<file path="config.mk">
export PLATFORM = sky130hd
export DESIGN_NAME = ram_port_arbiter_flat
export DESIGN_NICKNAME = d
export VERILOG_FILES = /design/src/rtl/ram_port_arbiter_if.sv /design/src/rtl/ram_port_arbiter.sv /design/src/flat_wrapper.sv
export SDC_FILE = /design/constraint.sdc
export NUM_CORES = 1
export LEC_CHECK = 0
export ABC_AREA = 1
export BUFFER_PORTS_ARGS = -buffer_cell sky130_fd_sc_hd__buf_2
export CAP_MARGIN = 20
export CORE_AREA = 8 8 117 119
export CTS_CLUSTER_DIAMETER = 100
export DETAILED_ROUTE_END_ITERATION = 10
export DIE_AREA = 0 0 125 127
export SLEW_MARGIN = 25
export SYNTH_ARGS = -nofsm -noshare
export SYNTH_HDL_FRONTEND = slang
export SYNTH_SLANG_ARGS = --single-unit
</file>
<file path="constraint.sdc">
create_clock -name clk_i -period 3.3 [get_ports clk_i]
set_clock_uncertainty 0.2 [all_clocks]
set_input_delay 0.165 -clock clk_i [delete_from_list [all_inputs] [get_ports clk_i]]
set_output_delay 0.165 -clock clk_i [all_outputs]
set_load 0.02 [all_outputs]
</file>
<file path="src/rtl/ram_port_arbiter_if.sv">
// Bus bundle between two RAM hosts, the port arbiter and one RAM port.
// The arbiter connects through the slave modport. The environment (hosts
// plus RAM) drives the bundle through the master modport.
interface ram_port_arbiter_if;

  // Host side: request fields in, grant and response out
  logic [1:0]        h_req_i;
  logic [1:0]        h_we_i;
  logic [1:0][3:0]   h_be_i;
  logic [1:0][31:0]  h_addr_i;
  logic [1:0][31:0]  h_wdata_i;
  logic [1:0]        h_gnt_o;
  logic [1:0]        h_rvalid_o;
  logic [1:0][31:0]  h_rdata_o;
  logic [1:0]        h_err_o;

  // RAM side: single request port out, 1-cycle response in
  logic              ram_req_o;
  logic              ram_we_o;
  logic [3:0]        ram_be_o;
  logic [31:0]       ram_addr_o;
  logic [31:0]       ram_wdata_o;
  logic              ram_rvalid_i;
  logic [31:0]       ram_rdata_i;

  modport slave (
    input  h_req_i, h_we_i, h_be_i, h_addr_i, h_wdata_i,
    input  ram_rvalid_i, ram_rdata_i,
    output h_gnt_o, h_rvalid_o, h_rdata_o, h_err_o,
    output ram_req_o, ram_we_o, ram_be_o, ram_addr_o, ram_wdata_o
  );

  modport master (
    output h_req_i, h_we_i, h_be_i, h_addr_i, h_wdata_i,
    output ram_rvalid_i, ram_rdata_i,
    input  h_gnt_o, h_rvalid_o, h_rdata_o, h_err_o,
    input  ram_req_o, ram_we_o, ram_be_o, ram_addr_o, ram_wdata_o
  );

endinterface

</file>
<file path="src/rtl/ram_port_arbiter.sv">
// Two-host round-robin arbiter in front of one port of a 32-bit RAM.
// The arbiter grants one access per cycle and remembers which host owns
// the access in flight. It routes the RAM's 1-cycle response back to that
// host only.
// Optional feature: define RAM_PORT_ARBITER_RANGE_CHECK_EN to enable the
// address range check. When it is enabled, an access beyond Depth words
// is granted but never reaches the RAM. The owner then receives an
// internally generated error response.
module ram_port_arbiter #(
  parameter int Depth    = 128,
  parameter int NumHosts = 2
) (
  input  logic               clk_i,
  input  logic               rst_ni,
  ram_port_arbiter_if.slave  bus
);

  // The datapath is hard-wired for exactly two hosts
  if (NumHosts != 2) begin : g_bad_num_hosts
    $error("ram_port_arbiter: NumHosts must be 2");
  end

  if (Depth < 1 || Depth > (1 << 29)) begin : g_bad_depth
    $error("ram_port_arbiter: Depth out of supported range");
  end

  // prio_q: host that wins a tie. own_q: owner of the access in flight.
  // pend_q: an access was issued last cycle. err_q: that access was rejected.
  logic prio_q;
  logic own_q;
  logic pend_q;
  logic err_q;

  logic both_req;
  logic grant_valid;
  logic winner;
  logic range_err;
  logic rsp_valid;

  // Round-robin winner selection: a lone requester always wins, and ties go to prio_q
  always_comb begin
    both_req    = bus.h_req_i[0] & bus.h_req_i[1];
    grant_valid = (|bus.h_req_i) & rst_ni;
    if (both_req) begin
      winner = prio_q;
    end else if (bus.h_req_i[1]) begin
      winner = 1'b1;
    end else begin
      winner = 1'b0;
    end
  end

`ifdef RAM_PORT_ARBITER_RANGE_CHECK_EN
  localparam logic [31:0] AddrLimit = 32'(Depth * 4);

  // Flag winning requests that address beyond the end of the RAM
  always_comb begin
    range_err = grant_valid && (bus.h_addr_i[winner] >= AddrLimit);
  end
`else
  // Without the range check every address passes through to the RAM unchanged
  always_comb begin
    range_err = 1'b0;
  end
`endif

  // Grant strobe and RAM request mux, driven from the winner's fields
  always_comb begin
    bus.h_gnt_o = 2'b00;
    if (grant_valid) begin
      bus.h_gnt_o[winner] = 1'b1;
    end
    bus.ram_req_o   = grant_valid & ~range_err;
    bus.ram_we_o    = bus.h_we_i[winner];
    bus.ram_be_o    = bus.h_be_i[winner];
    bus.ram_addr_o  = bus.h_addr_i[winner];
    bus.ram_wdata_o = bus.h_wdata_i[winner];
  end

  // Rotate priority after each grant and record the owner of the issued access
  always_ff @(posedge clk_i) begin
    if (!rst_ni) begin
      prio_q <= 1'b0;
      own_q  <= 1'b0;
      pend_q <= 1'b0;
      err_q  <= 1'b0;
    end else begin
      pend_q <= grant_valid;
      if (grant_valid) begin
        prio_q <= ~winner;
        own_q  <= winner;
        err_q  <= range_err;
      end
    end
  end

  // Steer the response to the owner only; rejected accesses answer internally with zero data
  always_comb begin
    rsp_valid      = pend_q & rst_ni & (err_q | bus.ram_rvalid_i);
    bus.h_rvalid_o = 2'b00;
    bus.h_err_o    = 2'b00;
    bus.h_rdata_o  = '0;
    if (rsp_valid) begin
      bus.h_rvalid_o[own_q] = 1'b1;
      bus.h_err_o[own_q]    = err_q;
      bus.h_rdata_o[own_q]  = err_q ? 32'h0 : bus.ram_rdata_i;
    end
  end

  // A host that requests and loses must keep its request up with unchanged fields
  for (genvar h = 0; h < 2; h++) begin : g_hold_rule
    assert property (@(posedge clk_i) disable iff (!rst_ni)
      (bus.h_req_i[h] && !bus.h_gnt_o[h]) |=>
        (bus.h_req_i[h] && $stable(bus.h_we_i[h]) && $stable(bus.h_be_i[h]) &&
         $stable(bus.h_addr_i[h]) && $stable(bus.h_wdata_i[h])));
  end

endmodule

</file>
<file path="src/flat_wrapper.sv">
// flat-port wrapper written by rule: the top's interface ports become plain ports
module ram_port_arbiter_flat 
#(
  parameter int Depth    = 128,
  parameter int NumHosts = 2
)
  (clk_i, rst_ni, bus_h_req_i, bus_h_we_i, bus_h_be_i, bus_h_addr_i, bus_h_wdata_i, bus_ram_rvalid_i, bus_ram_rdata_i, bus_h_gnt_o, bus_h_rvalid_o, bus_h_rdata_o, bus_h_err_o, bus_ram_req_o, bus_ram_we_o, bus_ram_be_o, bus_ram_addr_o, bus_ram_wdata_o);
  ram_port_arbiter_if bus_i ();
  input  logic clk_i;
  input  logic rst_ni;
  input wire logic [$bits(bus_i.h_req_i)-1:0] bus_h_req_i;
  input wire logic [$bits(bus_i.h_we_i)-1:0] bus_h_we_i;
  input wire logic [$bits(bus_i.h_be_i)-1:0] bus_h_be_i;
  input wire logic [$bits(bus_i.h_addr_i)-1:0] bus_h_addr_i;
  input wire logic [$bits(bus_i.h_wdata_i)-1:0] bus_h_wdata_i;
  input wire logic [$bits(bus_i.ram_rvalid_i)-1:0] bus_ram_rvalid_i;
  input wire logic [$bits(bus_i.ram_rdata_i)-1:0] bus_ram_rdata_i;
  output wire logic [$bits(bus_i.h_gnt_o)-1:0] bus_h_gnt_o;
  output wire logic [$bits(bus_i.h_rvalid_o)-1:0] bus_h_rvalid_o;
  output wire logic [$bits(bus_i.h_rdata_o)-1:0] bus_h_rdata_o;
  output wire logic [$bits(bus_i.h_err_o)-1:0] bus_h_err_o;
  output wire logic [$bits(bus_i.ram_req_o)-1:0] bus_ram_req_o;
  output wire logic [$bits(bus_i.ram_we_o)-1:0] bus_ram_we_o;
  output wire logic [$bits(bus_i.ram_be_o)-1:0] bus_ram_be_o;
  output wire logic [$bits(bus_i.ram_addr_o)-1:0] bus_ram_addr_o;
  output wire logic [$bits(bus_i.ram_wdata_o)-1:0] bus_ram_wdata_o;
  assign bus_i.h_req_i = bus_h_req_i;
  assign bus_i.h_we_i = bus_h_we_i;
  assign bus_i.h_be_i = bus_h_be_i;
  assign bus_i.h_addr_i = bus_h_addr_i;
  assign bus_i.h_wdata_i = bus_h_wdata_i;
  assign bus_i.ram_rvalid_i = bus_ram_rvalid_i;
  assign bus_i.ram_rdata_i = bus_ram_rdata_i;
  assign bus_h_gnt_o = bus_i.h_gnt_o;
  assign bus_h_rvalid_o = bus_i.h_rvalid_o;
  assign bus_h_rdata_o = bus_i.h_rdata_o;
  assign bus_h_err_o = bus_i.h_err_o;
  assign bus_ram_req_o = bus_i.ram_req_o;
  assign bus_ram_we_o = bus_i.ram_we_o;
  assign bus_ram_be_o = bus_i.ram_be_o;
  assign bus_ram_addr_o = bus_i.ram_addr_o;
  assign bus_ram_wdata_o = bus_i.ram_wdata_o;
  ram_port_arbiter #(.Depth(Depth), .NumHosts(NumHosts)) u_core (.clk_i(clk_i), .rst_ni(rst_ni), .bus(bus_i));
endmodule
</file>
Word level (Yosys, flattened, before mapping)
Cells that the tools add are included.
- magnitude comparators: 4
- multiplexer cells: 19
- bitwise logic cells: 6
- reduce and logical (&&, ||, !) cells: 3
- operators with widths (cell ; number):
    32-bit 2-to-1 mux ; 5
    64-bit bitwise AND ; 1
    64-bit 2-to-1 mux ; 1
    32-bit demux with 1-bit select ; 1
    4-bit 2-to-1 mux ; 2
    1-bit 2-to-1 mux ; 6
    1-bit bitwise AND ; 4
    1-bit by 2-bit < comparator with 1-bit output (second input constant) ; 2
    2-bit 2-to-1 mux ; 2
    1-bit demux with 1-bit select ; 2
    1-bit >= comparator (second input constant) ; 2
    1-bit logical AND ; 2
    2-bit OR reduction ; 1
    1-bit NOT ; 1
- register bits: 3
- input bits: 175
- output and inout bits: 140
- word-level logic and storage cells: 35

Longest topological paths before layout
- word-level depth: 7
- gate-level depth with buffers: 6
- gate-level depth less buffers: 5

Worst setup path after synthesis
No wires, ideal clock.
- path kind: register to output
- start point: reg u_core.own_q
- end point: out bus_h_rdata_o[54]
- arrival: 1.190 ns
- data required time: 2.935 ns
- slack: 1.745 ns
- stages on the path, launching flop included: 5
- buffers on the path: 2
- path through: dfxtp_1 > buf_4 > inv_2 > buf_2 > nor3_1
- cells in the longest elaborated chain, start to end: 6
- elaborated cells between the ends (all ways): 7
- those cells by class: order compare: 2; mux: 3; bitwise: 1; reduce/logical: 1
- RTL lines (item ; line ; text):
    start, declared ; ram_port_arbiter.sv:30 ; logic own_q;
    start signal, assigned ; ram_port_arbiter.sv:91 ; own_q <= winner;
    1-bit by 2-bit < comparator with 1-bit output (not written as such) / 1-bit >= comparator (equally long branches) ; ram_port_arbiter.sv:106 ; bus.h_rdata_o[own_q] = err_q ? 32'h0 : bus.ram_rdata_i;
    1-bit logical AND (not written as such) ; ram_port_arbiter.sv:106 ;
    32-bit 2-to-1 mux ; ram_port_arbiter.sv:106 ;
    32-bit demux with 1-bit select (*) ; n/a ;
    64-bit bitwise AND (no source line) (*) ; n/a ;
    64-bit 2-to-1 mux (*) ; ram_port_arbiter.sv:103 ; if (rsp_valid) begin
    end, declared ; flat_wrapper.sv:20 ; output wire logic [$bits(bus_i.h_rdata_o)-1:0] bus_h_rdata_o;
Every way passes the cells marked *; elsewhere a longest branch is shown, timed or not.

Worst setup path in the final report
- start point: reg u_core.pend_q
- end point: out bus_h_rdata_o[40]
- cells in the longest elaborated chain, start to end: 3
- RTL lines (item ; line ; text):
    start, declared ; ram_port_arbiter.sv:31 ; logic pend_q;
    start signal, assigned ; ram_port_arbiter.sv:88 ; pend_q <= grant_valid;
    1-bit bitwise AND (2 in series) ; ram_port_arbiter.sv:99 ; rsp_valid = pend_q & rst_ni & (err_q | bus.ram_rvalid_i);
    64-bit 2-to-1 mux ; ram_port_arbiter.sv:103 ;
No other way between the ends.

==> metrics <==
Die W=125 µm; Synth Instances=365; Routability Congestion=0.805; synth top area cells=nand2_1 28%, nor3_2 21%, nand3_1 19%, inv_1 7.6%, buf_2 7.4%; number of vias per cell=between 4 and 5; PostCTS Resize Cnt=0; TritonCTS buffer count=3; CP startpoint=u_core.pend_q; via count=~3400; wire per inst=about 14 µm; Tmin final=around 2.2 ns; Synth async-reset ratio=0%; starting density of the core=15.9%; WS Path Type=register to primary output; Cells after DPL=between 700 and 800; drt total wl=~11 mm; fmax=around 0.45 GHz; hold slack=roughly 0.045 ns; Slew @ Worst Pin=roughly 0.9 ns; #FFs+latches synth=3; crit path to=bus_h_rdata_o[40]; Synth Area in XOR/XNOR=0%; Yosys cell types=16; CP max FO=66; Skew-Pair Late Insertion Delay=approximately 0.22 ns; worst slack at placement=about 1.3 ns; Final Cycle Share=about two thirds; worst min-delay path class=input port to register; depth of the most critical reg-to-reg path=5; final cell count without fillers=795; Max clock buf depth=2; arrival time worst endpoint=1.85 ns; Worst path max stage delay=0.64 ns; RSZ-0062 raised after global routing=false; r2r setup slk=approximately 1.7 ns; core area=between 10000 and 15000 µm²; final hold violations=0; top cell type's share of synthesized area=around 28%; status=finished, final reports clean; Root Buffer Master=clkbuf_16; GR Overflow Total=0; CTS tree=done; hold_buf cts=0; # DRC=0; largest net degree at the start of global routing=73; largest family of logic cells by synthesized area=simple AND/OR/NAND/NOR gates; Setup TNS Final=0 ns; leakage power=between 2 and 2.5 nW; most frequent cell after synthesis=nand2_1; register area share after synthesis=under 10%; EDFF count, synth=0; Max Slew Vio Count=0; Compound-Gate Fraction of Synth Area=less than 1%; total of max-cap violations=0; post-CTS setup buffers=0; crit end category=primary output; Synth top cells by count=141 x nand2_1, 71 x nand3_1, 40 x nor3_2, 38 x inv_1, 28 x buf_2; clk slew on worst S/H paths=approximately 0.030 ns; Synth Area in Simple Gates=76.1%; worst r2r src=u_core.prio_q; die area=15900 µm²; CP Data Required Time=just under 3 ns; Die Span Y=between 100 and 150 µm; DRT antenna net count=0; # clock sinks=3; worst vdd ir=about 0.00014 V; initial antenna violation count=0; Detailed Place HPWL=9.30 mm; relative slew slack=39.0%; min setup slack post-route=1.09 ns; multiplexer area fraction after synthesis=0%; adder-cell share of the synthesized area=0%; Avg Synthesized Cell Area=between 5 and 6 µm²; number of global-route vias before repair=approximately 3200; initial DRC count=roughly 140; CP Launch Type=register; H-tree levels=1; fraction of layout cells with a size suffix above 1=around 56%; area leader, netlist=nand2_1; synth warn=0; first-pass GRT wire length=around 17 mm; Total GRT Usage=around an eighth; # nets final=~820; area of the mapped netlist=1880 µm²; Ports=~320; P per Cell Area=between 200 and 250 nW/µm²; Final setup viols=0; row count=40; RR Endpoint=u_core.own_q; CP max stage cell=nand3_4; first drt pass iteration count=4; Area Overhead vs Synth=88.1%; ys flop type=dfxtp_1; worst path cell trace=nand3_4 > nor3_1 > buf_2; input/output buffers=roughly 310; antenna cells=0
## logic make-up after synthesis
family                 after synthesis
AO/OA/AOI/OAI                        2
buffers and inverters               77
flip-flops                           3
other                                1
AND/OR/NAND/NOR                    282
## layer usage
layer | vias to the layer above | GRT usage [%] | share of wire [%]
met5 | - | 0 | 0
met4 | 0 | 0.788 | 0.27
met3 | 2 | 6.03 | 12
met2 | 213 | 22.5 | 49
met1 | 1424 | 13.8 | 39
li1 | 1719 | - | -
## power breakdown
group | total, mW | internal, mW | switching, mW
combinational | 0.530 | 0.190 | 0.339
clock | 0.194 | 0.160 | 0.0344
sequential | 0.0409 | 0.0393 | 0.00156
total | 0.764 | 0.389 | 0.375
## state kept, by name, indices dropped and copies added, names as in the netlist
signal and cells:
u_core.pend_q 1, u_core.prio_q 1, u_core.own_q 1
## layout make-up
type	instances	area, µm²
Sequential cell	3	61.3
Tap cell	147	184
Clock buffer	4	78.8
Fill cell	1340	8270
Multi-Input combinational cell	286	1470
Timing Repair Buffer	316	1600
Inverter	39	146
## worst min-delay path by stage
stage,slack [ns],depth (start not counted),endpoint,start
finish,0.04,4,u_core.own_q,bus_h_req_i[0]
global route,0.1,3,u_core.own_q,rst_ni
CTS,0.05,4,u_core.own_q,bus_h_req_i[0]
detailed placement,0.27,2,u_core.prio_q,u_core.prio_q
global placement,0.26,2,u_core.prio_q,u_core.prio_q
floorplan,0.08,2,u_core.own_q,rst_ni
## through the flow
step / total power, mW / utilization, % / area [µm²]
finish: 0.764 / 30.0 / 3540
global placement: 0.576 / 29.3 / 3460
floorplan: 0.356 / - / 1890
detailed placement: 0.576 / 29.3 / 3460
CTS: 0.777 / 30.0 / 3540
global route: 0.823 / 30.0 / 3540
## layout by cell type (no fill, tap or decap), types with 2 or more instances in the layout
cell and n:
buf_2 312, clkbuf_16 3, nor3_1 24, conb_1 2, buf_4 3, nand3_1 70, nor2_1 4, inv_1 38
nand2_2 2, nand2_1 141, dfxtp_1 2, nor3_2 40
## worst max-delay path: cells and delay by family, from the launching register on
family | cells | cell delay, ns
buffers and inverters | 1 | 0.23
flip-flops | 1 | 0.34
AND/OR/NAND/NOR | 2 | 1.04
Power figures use the tool's default switching activity.
